<file path="src/rtl/swarm_runtime_config.sv">
// Host-programmable configuration bank: a shared shadow bank is copied into the
// active bank of each selected tile once that tile has been quiesced.
//
// state   | meaning
// IDLE    | register writes accepted; a COMMIT write starts a commit
// DRAIN   | quiesce_req = mask, waiting for all masked acks or the drain timeout
// APPLY   | one cycle; masked active banks load the shadow bank at the edge
// RELEASE | quiesce_req dropped, waiting for masked acks to clear
module swarm_runtime_config #(
  parameter int N_TILES    = 1,
  parameter int N_CFG      = 8,
  parameter int DATA_WIDTH = 32,
  parameter int ADDR_WIDTH = 16,
  parameter int VERSION    = 10,
  parameter logic [N_CFG*DATA_WIDTH-1:0] CFG_INIT = '0
) (
  input  logic                                 clk,
  input  logic                                 rst,
  input  logic                                 reg_wvalid,
  output logic                                 reg_wready,
  input  logic [ADDR_WIDTH-1:0]                reg_waddr,
  input  logic [DATA_WIDTH-1:0]                reg_wdata,
  input  logic                                 reg_arvalid,
  output logic                                 reg_arready,
  input  logic [ADDR_WIDTH-1:0]                reg_araddr,
  output logic                                 reg_rvalid,
  input  logic                                 reg_rready,
  output logic [DATA_WIDTH-1:0]                reg_rdata,
  output logic [N_TILES-1:0]                   quiesce_req,
  input  logic [N_TILES-1:0]                   quiesce_ack,
  output logic [N_TILES*N_CFG*DATA_WIDTH-1:0]  cfg_active,
  output logic [N_TILES-1:0]                   cfg_update
);

  localparam int IW = ADDR_WIDTH - 2;
  localparam int CW = (N_CFG > 1) ? $clog2(N_CFG) : 1;
  localparam int BW = N_CFG * DATA_WIDTH;

  typedef enum logic [1:0] {
    IDLE    = 2'd0,
    DRAIN   = 2'd1,
    APPLY   = 2'd2,
    RELEASE = 2'd3
  } state_t;

  state_t                  state_q, state_d;
  logic [N_TILES-1:0]      mask_q;
  logic [31:0]             drain_cnt_q, drain_cnt_inc, timeout_ext;
  logic [DATA_WIDTH-1:0]   timeout_q;
  logic                    timeout_err_q;
  logic [BW-1:0]           shadow_q;
  logic [N_TILES*BW-1:0]   active_q;
  logic [N_TILES-1:0]      update_q;
  logic [IW-1:0]           widx, ridx;
  logic [CW-1:0]           wsel, rsel;
  logic                    wr_en, rd_en, wr_cfg, rd_cfg;
  logic                    acks_all, acks_none, timed_out;
  logic [DATA_WIDTH-1:0]   rd_word;

  assign widx   = reg_waddr[ADDR_WIDTH-1:2];
  assign ridx   = reg_araddr[ADDR_WIDTH-1:2];
  assign wsel   = CW'(widx - IW'(4));
  assign rsel   = CW'(ridx - IW'(4));
  assign wr_cfg = (widx >= IW'(4)) && (widx < IW'(4 + N_CFG));
  assign rd_cfg = (ridx >= IW'(4)) && (ridx < IW'(4 + N_CFG));

  assign reg_wready  = (state_q == IDLE);
  assign reg_arready = !reg_rvalid || reg_rready;
  assign wr_en       = reg_wvalid && reg_wready;
  assign rd_en       = reg_arvalid && reg_arready;

  assign acks_all      = (quiesce_ack & mask_q) == mask_q;
  assign acks_none     = (quiesce_ack & mask_q) == '0;
  assign drain_cnt_inc = (&drain_cnt_q) ? drain_cnt_q : drain_cnt_q + 32'd1;
  assign timeout_ext   = 32'(timeout_q);
  assign timed_out     = (timeout_ext != 32'd0) && (drain_cnt_inc >= timeout_ext);

  assign cfg_active = active_q;
  assign cfg_update = update_q;

  always_comb begin
    state_d     = state_q;
    quiesce_req = '0;
    case (state_q)
      IDLE: begin
        if (wr_en && widx == IW'(2)) state_d = DRAIN;
      end
      DRAIN: begin
        quiesce_req = mask_q;
        if (acks_all)       state_d = APPLY;
        else if (timed_out) state_d = RELEASE;
      end
      APPLY: begin
        quiesce_req = mask_q;
        state_d     = RELEASE;
      end
      RELEASE: begin
        if (acks_none) state_d = IDLE;
      end
      default: state_d = IDLE;
    endcase
  end

  always_comb begin
    rd_word = '0;
    if (ridx == IW'(0)) begin
      rd_word = DATA_WIDTH'(VERSION);
    end else if (ridx == IW'(1)) begin
      rd_word[0]   = (state_q != IDLE);
      rd_word[1]   = timeout_err_q;
      rd_word[3:2] = state_q;
    end else if (ridx == IW'(3)) begin
      rd_word = timeout_q;
    end else if (rd_cfg) begin
      rd_word = shadow_q[rsel*DATA_WIDTH +: DATA_WIDTH];
    end
  end

  always_ff @(posedge clk) begin
    if (rst) state_q <= IDLE;
    else     state_q <= state_d;
  end

  always_ff @(posedge clk) begin
    if (rst) begin
      mask_q        <= '0;
      drain_cnt_q   <= '0;
      timeout_q     <= '0;
      timeout_err_q <= 1'b0;
      shadow_q      <= CFG_INIT;
      active_q      <= {N_TILES{CFG_INIT}};
      update_q      <= '0;
      reg_rvalid    <= 1'b0;
      reg_rdata     <= '0;
    end else begin
      update_q <= '0;
      // wr_en is only possible in IDLE, so the shadow bank is frozen during a commit
      if (wr_en) begin
        if (widx == IW'(2)) begin
          mask_q        <= reg_wdata[N_TILES-1:0];
          timeout_err_q <= 1'b0;
          drain_cnt_q   <= '0;
        end else if (widx == IW'(3)) begin
          timeout_q <= reg_wdata;
        end else if (wr_cfg) begin
          shadow_q[wsel*DATA_WIDTH +: DATA_WIDTH] <= reg_wdata;
        end
      end
      if (state_q == DRAIN && !acks_all) begin
        drain_cnt_q <= drain_cnt_inc;
        if (timed_out) timeout_err_q <= 1'b1;
      end
      if (state_q == APPLY) begin
        for (int t = 0; t < N_TILES; t++) begin
          if (mask_q[t]) begin
            active_q[t*BW +: BW] <= shadow_q;
            update_q[t]          <= 1'b1;
          end
        end
      end
      if (rd_en) begin
        reg_rvalid <= 1'b1;
        reg_rdata  <= rd_word;
      end else if (reg_rready) begin
        reg_rvalid <= 1'b0;
      end
    end
  end

endmodule
</file>
<file path="config.mk">
export PLATFORM = sky130hd
export DESIGN_NAME = swarm_runtime_config
export DESIGN_NICKNAME = d
export VERILOG_FILES = /design/src/rtl/swarm_runtime_config.sv
export SDC_FILE = /design/constraint.sdc
export NUM_CORES = 1
export LEC_CHECK = 0
export ABC_AREA = 0
export CORE_MARGIN = 2
export CORE_UTILIZATION = 59
export CTS_CLUSTER_DIAMETER = 150
export CTS_CLUSTER_SIZE = 25
export DETAILED_ROUTE_END_ITERATION = 8
export GPL_TIMING_DRIVEN = 0
export PLACE_DENSITY = 0.85
export RECOVER_POWER = 100
export SETUP_SLACK_MARGIN = 0.5
export SYNTH_ARGS = -nofsm -noshare
export SYNTH_HDL_FRONTEND = slang
export SYNTH_SLANG_ARGS = --single-unit
</file>
<file path="constraint.sdc">
create_clock -name clk -period 10 [get_ports clk]
set_clock_uncertainty 0.05 [all_clocks]
set_input_delay 1 -clock clk [delete_from_list [all_inputs] [get_ports clk]]
set_output_delay 1 -clock clk [all_outputs]
set_load 0.01 [all_outputs]
</file>
==> reports/results.ini <==
[sta]
maxSlewHeadroom_pct = 8.74
period_share_pct = 46.3
min_period_ns = 4.63
slew_violations = 0
setup_viol = 0
max_clock_freq_mhz = 216
worst_slack_ns = 5.37
hold_ws_ns = 0.408
hold_viol_final = 0
worst_slew_pin_slew_ns = 1.36
final.setup.tns_ns = 0
rsz0062_at_grt = no

[grt]
grt_max_degree = 26
grt_first_pass_wirelength_um = 147000
overflow = 0
busiest_layer = met2
use_met1_pct = 57.6
grt_usage_pct = 43.2
met2_usage_pct = 65.8
antenna_found_initial = 5
met3_usage_pct = 7.80
first_global_vias = 24700

[setup_path]
startpoint_type = input pin
critPathArrivalTime_ns = 5.12
r2r_start = state_q[0]
critical_path.startpoint = reg_waddr[6]
path_max_fanout = 10
worstSetupPathType = in2reg
rrSetupSlack_ns = 5.37
r2r_end = shadow_q[239]
r2r_cells = 9
endpoint_kind = flop
worstPathRequired_ns = 10.49

[cts]
htree_levels = 1
cts.sinks = 614
cts_buffer_depth = 3
root_buffer = clkbuf_16
cts_resized = 0
clk_latency_ns = 0.63
cts_tree = done
clk_pin_slew_worst_paths_ns = 0.09
postCtsHoldBufs = 0
numCtsBuffers = 28
cts_setup_buffers = 0

[min_path]
hold_depth = 2
hold_start = cfg_active[82]
hold_class = reg2reg
min_to = cfg_active[82]

[cells_and_area]
fin_nets = 3630
layout-drive-gt1-share_pct = 3.18
area_delta_synth_final_pct = 18.1

[floorplanning]
fp-row-count = 76
initial_core_util_pct = 59.7
core_um2 = 43100
chipHeight_um = 213
die_area_um2 = 45300
fp.dieW_um = 213
ios = 363

[power]
vdd.ir_drop.worst_mv = 0.141
power_leakage_uw = 0.0106
power.density_nw_per_um2 = 130

[yosys]
synth.distinct_cells = 57
synthFlopType = dfxtp_1
syn_area_per_cell_um2 = 8.12
synthCells = 3165
syn_nets = 3276
synthesis.area_um2 = 25700
yosysSeqAreaShare_pct = 47.8
synth_edf_count = 0
async_flop_share_pct = 0
ys_warn_count = 0
yosys_register_bits = 614

[flow_run]
maxCapViolCount = 0

[routing]
vias = 26300
dr.pass1.iters = 7
ant_nets = 0
vias_per_cell = 6.41
wl_per_cell_um = 24.5
postRouteWirelength_um = 101000
drcViolationCount = 0
drt_iter0_drc = 3878

[place]
hpwlAfterDp_um = 77100
portBuffers = 324
dp_slack_ns = 5.41
gp_congestion = 0.991

[run_status]
status = completed

## worst max-delay path by stage
stage,to,slack [ns],cells past startpoint
5_1_grt,state_q[1],5.13,14
3_5_place_dp,shadow_q[250],5.41,9
3_3_place_gp,shadow_q[251],5.51,9
2_1_floorplan,state_q[1],6.79,14
4_1_cts,state_q[1],5.83,13
6_report,shadow_q[239],5.37,8
## layout make-up
class / instances / area (um2)
timing repair buffer: 324 / 3240
clock inverter: 2 / 32.5
multi-input combinational: 2226 / 12100
tap: 585 / 732
inverter: 44 / 165
antenna: 5 / 12.5
buffer: 281 / 1070
fill: 3511 / 12700
clock buffer: 28 / 701
sequential: 614 / 12300
## routing by layer
layer | vias up | part of all wire [%]
met5 | - | 0.0080
met1 | 12400 | 37
li1 | 11400 | -
met2 | 2084 | 43
met4 | 2 | 7.2
met3 | 370 | 12
## logic make-up after synthesis
family	synth area share, %
XOR/XNOR	1.06
AND/OR/NAND/NOR	21.9
flip-flops	47.8
multiplexers	7.02
adder cells (fa/ha/maj)	2.00
buffers and inverters	4.94
AO/OA/AOI/OAI	15.3
## report_power, final
part | internal, uW | switching, uW | leakage [uW]
Sequential | 2440 | 0.362 | 0.00494
Combinational | 44.5 | 157 | 0.00525
Clock | 508 | 799 | 0.000359
## worst max-delay path: stages
cell	delay (ns)
clkdlybuf4s50_1	0.41
or4_4	0.54
nor4_1	1.09
nand2b_1	0.42
nor3_1	0.69
clkbuf_1	0.53
nand3_1	0.21
a21oi_1	0.21
## cells in the final DEF (no fill, tap or decap), types with 4 or more instances in the layout
master,count
dlygate4sd3_1,296
clkbuf_16,28
mux2i_1,34
or3_1,4
a211oi_1,4
nand3_1,206
a21oi_1,575
o32ai_1,29
nand4_1,14
xnor2_1,25
a22oi_1,30
o211ai_1,5
and3_1,7
nor2_1,69
inv_1,44
buf_2,8
diode_2,5
o31ai_1,12
and2_1,8
dfxtp_1,614
nand2_1,958
clkdlybuf4s50_1,28
xor2_1,6
ha_1,41
a31oi_1,12
o21ai_0,29
mux4_2,64
nor3_1,8
nand2b_1,9
nor4_1,16
and4_1,8
clkbuf_1,263
nand3b_1,12
buf_1,8
## flip-flops by register name, summed over array words and instances (netlist names)
signal / count
mask_q: 1
drain_cnt_q: 32
state_q: 2
reg_rdata: 32
cfg_active: 256
shadow_q: 256
timeout_err_q: 1
cfg_update: 1
timeout_ext: 32
reg_rvalid: 1
## synthesized netlist by cell type, drive strengths merged (4+ instances only)
cell type / number / area [um2]
a211oi: 4 / 30.0
a21oi: 575 / 2880
a22oi: 30 / 225
a31oi: 12 / 75.1
a41oi: 4 / 42.6
and2: 11 / 68.8
and3: 7 / 43.8
and4: 8 / 70.1
buf: 47 / 224
clkbuf: 234 / 881
dfxtp: 614 / 12300
ha: 41 / 513
inv: 44 / 165
mux2i: 34 / 340
mux4: 64 / 1440
nand2: 958 / 3600
nand2b: 9 / 56.3
nand3: 206 / 1030
nand3b: 12 / 90.1
nand4: 14 / 87.6
nor2: 69 / 259
nor3: 8 / 50.1
nor4: 16 / 106
o211ai: 5 / 37.5
o21ai: 30 / 150
o31ai: 12 / 90.1
o32ai: 29 / 254
or3: 4 / 25.0
xnor2: 25 / 219
xor2: 6 / 52.6
## metrics by stage
stage,instances,util [%],instance area [um2],total power [uW]
3_5_place_dp,4074,68.9,29700,2690
3_3_place_gp,4074,68.9,29700,2690
6_report,4109,70.5,30400,3950
2_1_floorplan,3165,-,25700,2610
5_1_grt,4108,70.5,30400,4030
4_1_cts,4104,70.6,30400,3930
No activity file was read; power rests on OpenSTA's default activity.
